===== config.mk =====
export PLATFORM = sky130hd
export DESIGN_NAME = result_bcd_conv
export DESIGN_NICKNAME = d
export VERILOG_FILES = /design/src/rtl/result_bcd_conv.sv
export SDC_FILE = /design/constraint.sdc
export NUM_CORES = 1
export LEC_CHECK = 0
export ABC_AREA = 0
export ABC_CLOCK_PERIOD_IN_PS = 2400
export CORE_UTILIZATION = 45
export CTS_CLUSTER_SIZE = 14
export DETAILED_ROUTE_END_ITERATION = 6
export PLACE_DENSITY = 0.76
export SLEW_MARGIN = 20
export SYNTH_ARGS = -nofsm -noshare
export SYNTH_HDL_FRONTEND = slang
export SYNTH_SLANG_ARGS = --single-unit

===== constraint.sdc =====
create_clock -name clk -period 2.4 [get_ports clk]
set_input_delay 0.48 -clock clk [delete_from_list [all_inputs] [get_ports clk]]
set_output_delay 0.48 -clock clk [all_outputs]
set_load 0.02 [all_outputs]

===== src/rtl/result_bcd_conv.sv =====
`default_nettype none
// ============================================================================
// Module   : result_bcd_conv
// Purpose  : Sequential double-dabble converter from ALU result to packed BCD,
//            held for the display stage under a valid/ready handshake.
// Revision : 1.0 - initial release
// ============================================================================
module result_bcd_conv #(
   parameter int W  = 16,
   parameter int ND = 5
) (
   input  logic            clk,
   input  logic            rst,
   input  logic            in_valid,
   output logic            in_ready,
   input  logic [W-1:0]    in_value,
   input  logic            in_signed,
   input  logic            in_err,
   output logic            out_valid,
   input  logic            out_ready,
   output logic [4*ND-1:0] out_bcd,
   output logic            out_neg,
   output logic            out_err
);

   localparam int c_cnt_w = $clog2(W + 1);

   typedef enum logic [1:0] {
      S_IDLE = 2'd0,
      S_CONV = 2'd1,
      S_HOLD = 2'd2
   } state_t;

   state_t               r_state;
   logic [W-1:0]         r_mag;
   logic [4*ND-1:0]      r_bcd_work;
   logic [c_cnt_w-1:0]   r_cnt;
   logic                 r_neg;
   logic                 r_err;

   logic [4*ND-1:0]      w_adj;
   logic [4*ND-1:0]      w_bcd_shift;
   logic [W-1:0]         w_mag_shift;
   logic [W-1:0]         w_mag_in;
   logic                 w_neg_in;

   generate
      for (genvar g = 0; g < ND; g++) begin : g_digit
         assign w_adj[4*g +: 4] = (r_bcd_work[4*g +: 4] >= 4'd5) ?
                                  r_bcd_work[4*g +: 4] + 4'd3 :
                                  r_bcd_work[4*g +: 4];
      end
   endgenerate

   assign {w_bcd_shift, w_mag_shift} = {w_adj[4*ND-2:0], r_mag, 1'b0};

   assign w_neg_in = in_signed & in_value[W-1];
   assign w_mag_in = w_neg_in ? ((~in_value) + W'(1)) : in_value;

   assign in_ready  = (r_state == S_IDLE);
   assign out_valid = (r_state == S_HOLD);

   always_ff @(posedge clk or posedge rst) begin
      if (rst) begin
         r_state    <= S_IDLE;
         r_mag      <= '0;
         r_bcd_work <= '0;
         r_cnt      <= '0;
         r_neg      <= 1'b0;
         r_err      <= 1'b0;
         out_bcd    <= '0;
         out_neg    <= 1'b0;
         out_err    <= 1'b0;
      end else begin
         case (r_state)
            S_IDLE: begin
               if (in_valid) begin
                  r_mag      <= w_mag_in;
                  r_neg      <= w_neg_in;
                  r_err      <= in_err;
                  r_bcd_work <= '0;
                  r_cnt      <= c_cnt_w'(W);
                  r_state    <= S_CONV;
               end
            end
            S_CONV: begin
               // An error result spends one cycle here without iterating.
               if (r_err) begin
                  out_bcd <= '0;
                  out_neg <= 1'b0;
                  out_err <= 1'b1;
                  r_state <= S_HOLD;
               end else begin
                  r_bcd_work <= w_bcd_shift;
                  r_mag      <= w_mag_shift;
                  r_cnt      <= r_cnt - c_cnt_w'(1);
                  if (r_cnt == c_cnt_w'(1)) begin
                     out_bcd <= w_bcd_shift;
                     out_neg <= r_neg;
                     out_err <= 1'b0;
                     r_state <= S_HOLD;
                  end
               end
            end
            S_HOLD: begin
               if (out_ready) begin
                  r_state <= S_IDLE;
               end
            end
            default: begin
               r_state <= S_IDLE;
            end
         endcase
      end
   end

endmodule
`default_nettype wire


; Word level (Yosys, flattened, before mapping)
; Index checks and enable logic that the tools add are counted.
[classes]
reduce_logical = 7
n_mul = 0
n_shift = 0
n_eq_ne = 7
div = 0
bitwise_logic = 2
muxes = 26
addsub = 7
magnitude_cmp = 5
[ops]
columns = cell, n
row1 = 20-bit two-way mux, 4
row2 = 16-bit two-way mux, 3
row3 = 20-bit one-hot mux with 2 select lines, 1
row4 = 16-bit one-hot mux with 2 select lines, 1
row5 = 4-bit by 3-bit greater-or-equal comparator with 1-bit output (second input constant), 5
row6 = 16-bit by 1-bit adder with 16-bit output (second input constant), 1
row7 = 4-bit by 2-bit adder with 4-bit output (second input constant), 4
row8 = 4-bit two-way mux, 4
row9 = 16-bit inverter, 1
row10 = 5-bit two-way mux, 2
row11 = 5-bit one-hot mux with 2 select lines, 1
row12 = 2-bit two-way mux, 4
row13 = 2-bit one-hot mux with 3 select lines, 1
row14 = 3-bit AND reduction, 2
row15 = 5-bit by 1-bit == test with 1-bit output (second input constant), 1
row16 = 5-bit by 1-bit subtractor with 5-bit output (second input constant), 1
row17 = 1-bit two-way mux, 4
row18 = 2-bit != test (second input constant), 2
row19 = 2-bit AND reduction, 2
row20 = 2-bit nonzero test, 2
row21 = 3-bit by 2-bit adder with 3-bit output (second input constant), 1
row22 = 3-bit two-way mux, 1
row23 = 3-bit != test (second input constant), 1
row24 = 2-bit by 1-bit == test with 1-bit output (second input constant), 1
row25 = other kinds (4), 4
[totals]
mem_count = 0
elab_cells = 63
in_bits = 22
ram_bits = 0
ff_bits = 67
rom_bits = 0
latchBits = 0
out_inout_bits = 24

; Longest topological paths before layout
[depth]
depth_word = 5
mapped_depth = 7
ltp_nobuf = 7

; Worst setup path after synthesis
; OpenSTA, ideal clock, no wires.
[synth_path]
kind = input -> register
from = input in_value[0]
to = register r_mag[14]
required_time_ns = 2.265
path_stages = 7
slack_ns = 0.791
t_arrival_ns = 1.474
setup_ns = 0.135
path_buffers = 0
cell_sequence = inv_1 > ha_1 > nor3b_1 > and2_1 > a21oi_1 > xnor2_1 > o22ai_1
[synth_between]
elab_chain_len = 5
[synth_rtl]
columns = item, line
row1 = from (decl), 16  ; input logic [W-1:0] in_value,
row2 = 16-bit inverter, 58  ; assign w_mag_in = w_neg_in ? ((~in_value) + W'(1)) : in_value;
row3 = 16-bit by 1-bit adder with 16-bit output, 58
row4 = 16-bit two-way mux, 58
row5 = 16-bit two-way mux, 77  ; if (in_valid) begin
row6 = 16-bit one-hot mux with 2 select lines, 75  ; case (r_state)
row7 = to (signal assigned), 78  ; r_mag <= w_mag_in;
row8 = to (signal assigned), 95  ; r_mag <= w_mag_shift;
row9 = to (decl), 35  ; logic [W-1:0] r_mag;
; Every way passes these cells. The select of a mux whose other input is x is not followed.
; A chain may end at the register's enable or synchronous reset.

; Worst setup path in the final report
[layout_path]
from = register r_state[0]
to = output out_valid
[layout_between]
elab_chain_len = 1
[layout_rtl]
columns = item, line
row1 = from (decl), 34  ; state_t r_state;
row2 = from (signal assigned), 65  ; r_state <= S_IDLE;
row3 = from (signal assigned), 83  ; r_state <= S_CONV;
row4 = from (signal assigned), 92  ; r_state <= S_HOLD;
row5 = 2-bit == test, 61  ; assign out_valid = (r_state == S_HOLD);
row6 = to (decl), 19  ; output logic out_valid,
; Every way passes these cells.

==> metrics.txt <==
Critical R2R Launch=r_cnt[1]$_DFFE_PP0P_; RSZ-0062 raised after global routing=false; FF-to-FF path depth=6; worst-margin pin slew=0.557 ns; via count=2821; DR iter-0 viols=128; Synth Flop Type=dfrtp_1; RR Endpoint=out_bcd[5]$_DFFE_PP0P_; Post-Place Worst Slack=approximately 0.17 ns; period utilization=85.0%; Root Driver=clkbuf_8; CP Launch Point=r_state[0]$_DFFE_PP0P_; Synth area leaders=dfrtp_1, o21ai_0, nand2_1; vias in the first global route=around 2900; crit start category=flop; worst vdd ir=between 0.0004 and 0.0005 V; CTS clk-pin slew, worst paths=around 0.070 ns; count of different cell masters after synthesis=41; layout cells sized above 1=9.41%; CTS H-tree lvls=3; Pre-antenna DRT Iters=4; cts repair resizes=0; WS Path Type=flop to output pin; row count=31; # IOs=46; Gate Count Post-Synth=roughly 370; top cell type's share of synthesized area=47.9%; # DRC=0; Antenna diodes=0; crit path cell chain=nand2b_1 -> inv_1 -> clkdlybuf4s50_1; Min-Delay Path Class=input port to async pin; Seq/Total Area, Yosys=47.9%; Leak=0.00185 uW; Synthesis Warnings=0; final hold violations=0; Final Cell Area=4290 sq um; setup TNS=0 ns; max cap viols=0; final core utilization=about three fifths; Initial Util=47.5%; Syn Area/Cell=roughly 9.5 sq um; critical-path maximum fanout=6; Tmin final=approximately 2.0 ns; Crit-path slowest cell=clkdlybuf4s50_1; initial antenna violation count=0; Setup-failing EPs final=0; Worst EP required=1.92 ns; Wirelength per Cell=14.1 um; FILL cells=647; final WL=7410 um; IO Port Bufs=45; fin nets=455; Skew-Pair Late Insertion Delay=0.34 ns; final setup margin=0.360 ns; ANT nets after route=0; Pwr per Cell Area=1070 nW/um^2; clock sink count=67; Slew HR=a little over three fifths; clock tree from TritonCTS=done; Die Height=around 90 um; hold slack=0.472 ns; R2R setup slack=around 0.55 ns; Die W=90.2 um; post-DP HPWL=~5500 um; first-pass GRT wire length=approximately 13000 um; Crit path arrival time=between 1.5 and 2 ns; critical path capture point type=output pin; clock skew=0.0104 ns; Post-synth EDFFs=0; core area=approximately 7400 sq um; register bit total from synthesis=67; asr flop ratio synth=100%; Max Root-Sink Buffers=2; post-synth top area cell=dfrtp_1; Buf+Inv Stages, Crit Path=2; Overflow after GRT=0; status=complete, no violations; Hold Buf Count CTS=0; FMAX=490 MHz; slowest stage delay, CP=0.59 ns; Placer Congestion=just over 0.8; Max Slew Vio Count=0; pin count of the biggest net entering global routing=29; post-synth net total=403; Area Overhead vs Synth=22.6%; Post-CTS Setup Inserts=0; delay-heaviest family, CP=buffers and inverters; post-DR vias/cell=5.38; Placed Area=slightly above 4000 sq um; Die ar.=8140 sq um; total CTS buffers=9; total global-route track usage=20.0%; Post-Syn Area=3500 sq um
## cell usage in the layout (no fill, tap or decap), drive strengths merged
| master | Yosys | layout |
|---|---|---|
| mux2 | 2 | 2 |
| nor4b | 1 | 1 |
| o21ai | 54 | 54 |
| nand4b | 1 | 1 |
| a31oi | 3 | 3 |
| a22oi | 2 | 2 |
| nand2b | 7 | 7 |
| bufinv | 0 | 1 |
| and2 | 2 | 2 |
| o31ai | 3 | 3 |
| dfrtp | 67 | 67 |
| nand2 | 48 | 48 |
| ha | 13 | 13 |
| inv | 19 | 19 |
| clkbuf | 6 | 11 |
| o22ai | 7 | 7 |
| nor2 | 24 | 24 |
| or3b | 2 | 2 |
| xor2 | 6 | 6 |
| clkinv | 0 | 3 |
| or3 | 1 | 1 |
| nor2b | 1 | 1 |
| mux2i | 2 | 2 |
| a21oi | 28 | 28 |
| and3 | 4 | 4 |
| nor3b | 9 | 9 |
| a21o | 1 | 1 |
| nor3 | 4 | 4 |
| clkdlybuf4s50 | 0 | 45 |
| xnor2 | 14 | 14 |
| a22o | 17 | 17 |
| clkinvlp | 0 | 1 |
| nand3b | 2 | 2 |
| a41oi | 1 | 1 |
| nand3 | 3 | 3 |
| buf | 10 | 12 |
| nor4 | 4 | 4 |
## synthesized netlist by cell type (2+ instances only)
library cell / instances
dfrtp_1: 67
o21ai_0: 48
nand2_1: 47
a21oi_1: 28
nor2_1: 23
inv_1: 19
a22o_1: 17
xnor2_1: 14
ha_1: 13
nor3b_1: 8
buf_2: 7
nand2b_1: 7
o22ai_1: 7
clkbuf_1: 6
xor2_1: 6
o21ai_1: 5
and3_1: 4
nor3_1: 4
a31oi_1: 3
buf_6: 3
nand3_1: 3
nor4_2: 3
o31ai_1: 3
a22oi_1: 2
and2_1: 2
mux2_2: 2
mux2i_1: 2
nand3b_1: 2
## registers in the layout, indices dropped and copies added, names as in the netlist
| signal | cells |
|---|---|
| out_bcd | 20 |
| out_err | 1 |
| out_neg | 1 |
| r_bcd_work | 20 |
| r_cnt | 5 |
| r_err | 1 |
| r_mag | 16 |
| r_neg | 1 |
| r_state | 2 |
## power breakdown
part | internal [uW] | leakage, uW | switching (uW) | total (uW)
combinational | 790 | 0.000884 | 1140 | 1930
clock | 503 | 0.0000991 | 419 | 922
sequential | 1460 | 0.000872 | 268 | 1730
## how the worst max path moves through the flow
stage | to | slack [ns] | cells past startpoint
2_1_floorplan | out_bcd[0]$_DFFE_PP0P_ | 0.24 | 1
3_3_place_gp | r_mag[14]$_DFFE_PP0P_ | 0.23 | 8
3_5_place_dp | r_mag[14]$_DFFE_PP0P_ | 0.17 | 8
4_1_cts | out_valid | 0.34 | 3
5_1_grt | r_mag[8]$_DFFE_PP0P_ | 0.28 | 8
6_report | out_valid | 0.36 | 3
## area by class of cell
class                           instances  area, sq um  area share, %
Tap cell                               99          124           2.89
Multi-Input combinational cell        266         1660           38.7
Clock inverter                          5         52.6           1.22
Timing Repair Buffer                   57          566           13.2
Sequential cell                        67         1680           39.1
Clock buffer                           11          141           3.29
Inverter                               19         71.3           1.66
## cell families after synthesis
logic type      count (synthesis)  synth area share (%)
compound gates                116                  19.4
xor+xnor                       20                  5.00
fa+ha+maj                      13                  4.65
buf+inv                        35                  4.65
flops                          67                  47.9
mux                             4                  1.22
simple gates                  113                  17.2
## routing by layer
metal	up-vias	track usage, %	wire length, um
li1	1392	-	-
met1	1358	24.5	3420
met2	64	34.4	3690
met3	7	4.15	239
met4	0	8.33	63
met5	-	0	0
## through the flow
step	cells	total power, uW
finish	524	4580
global route	524	4930
CTS	524	4610
detailed placement	508	3690
global placement	508	3620
floorplan	368	3070
(Power assumes the default switching activity.)
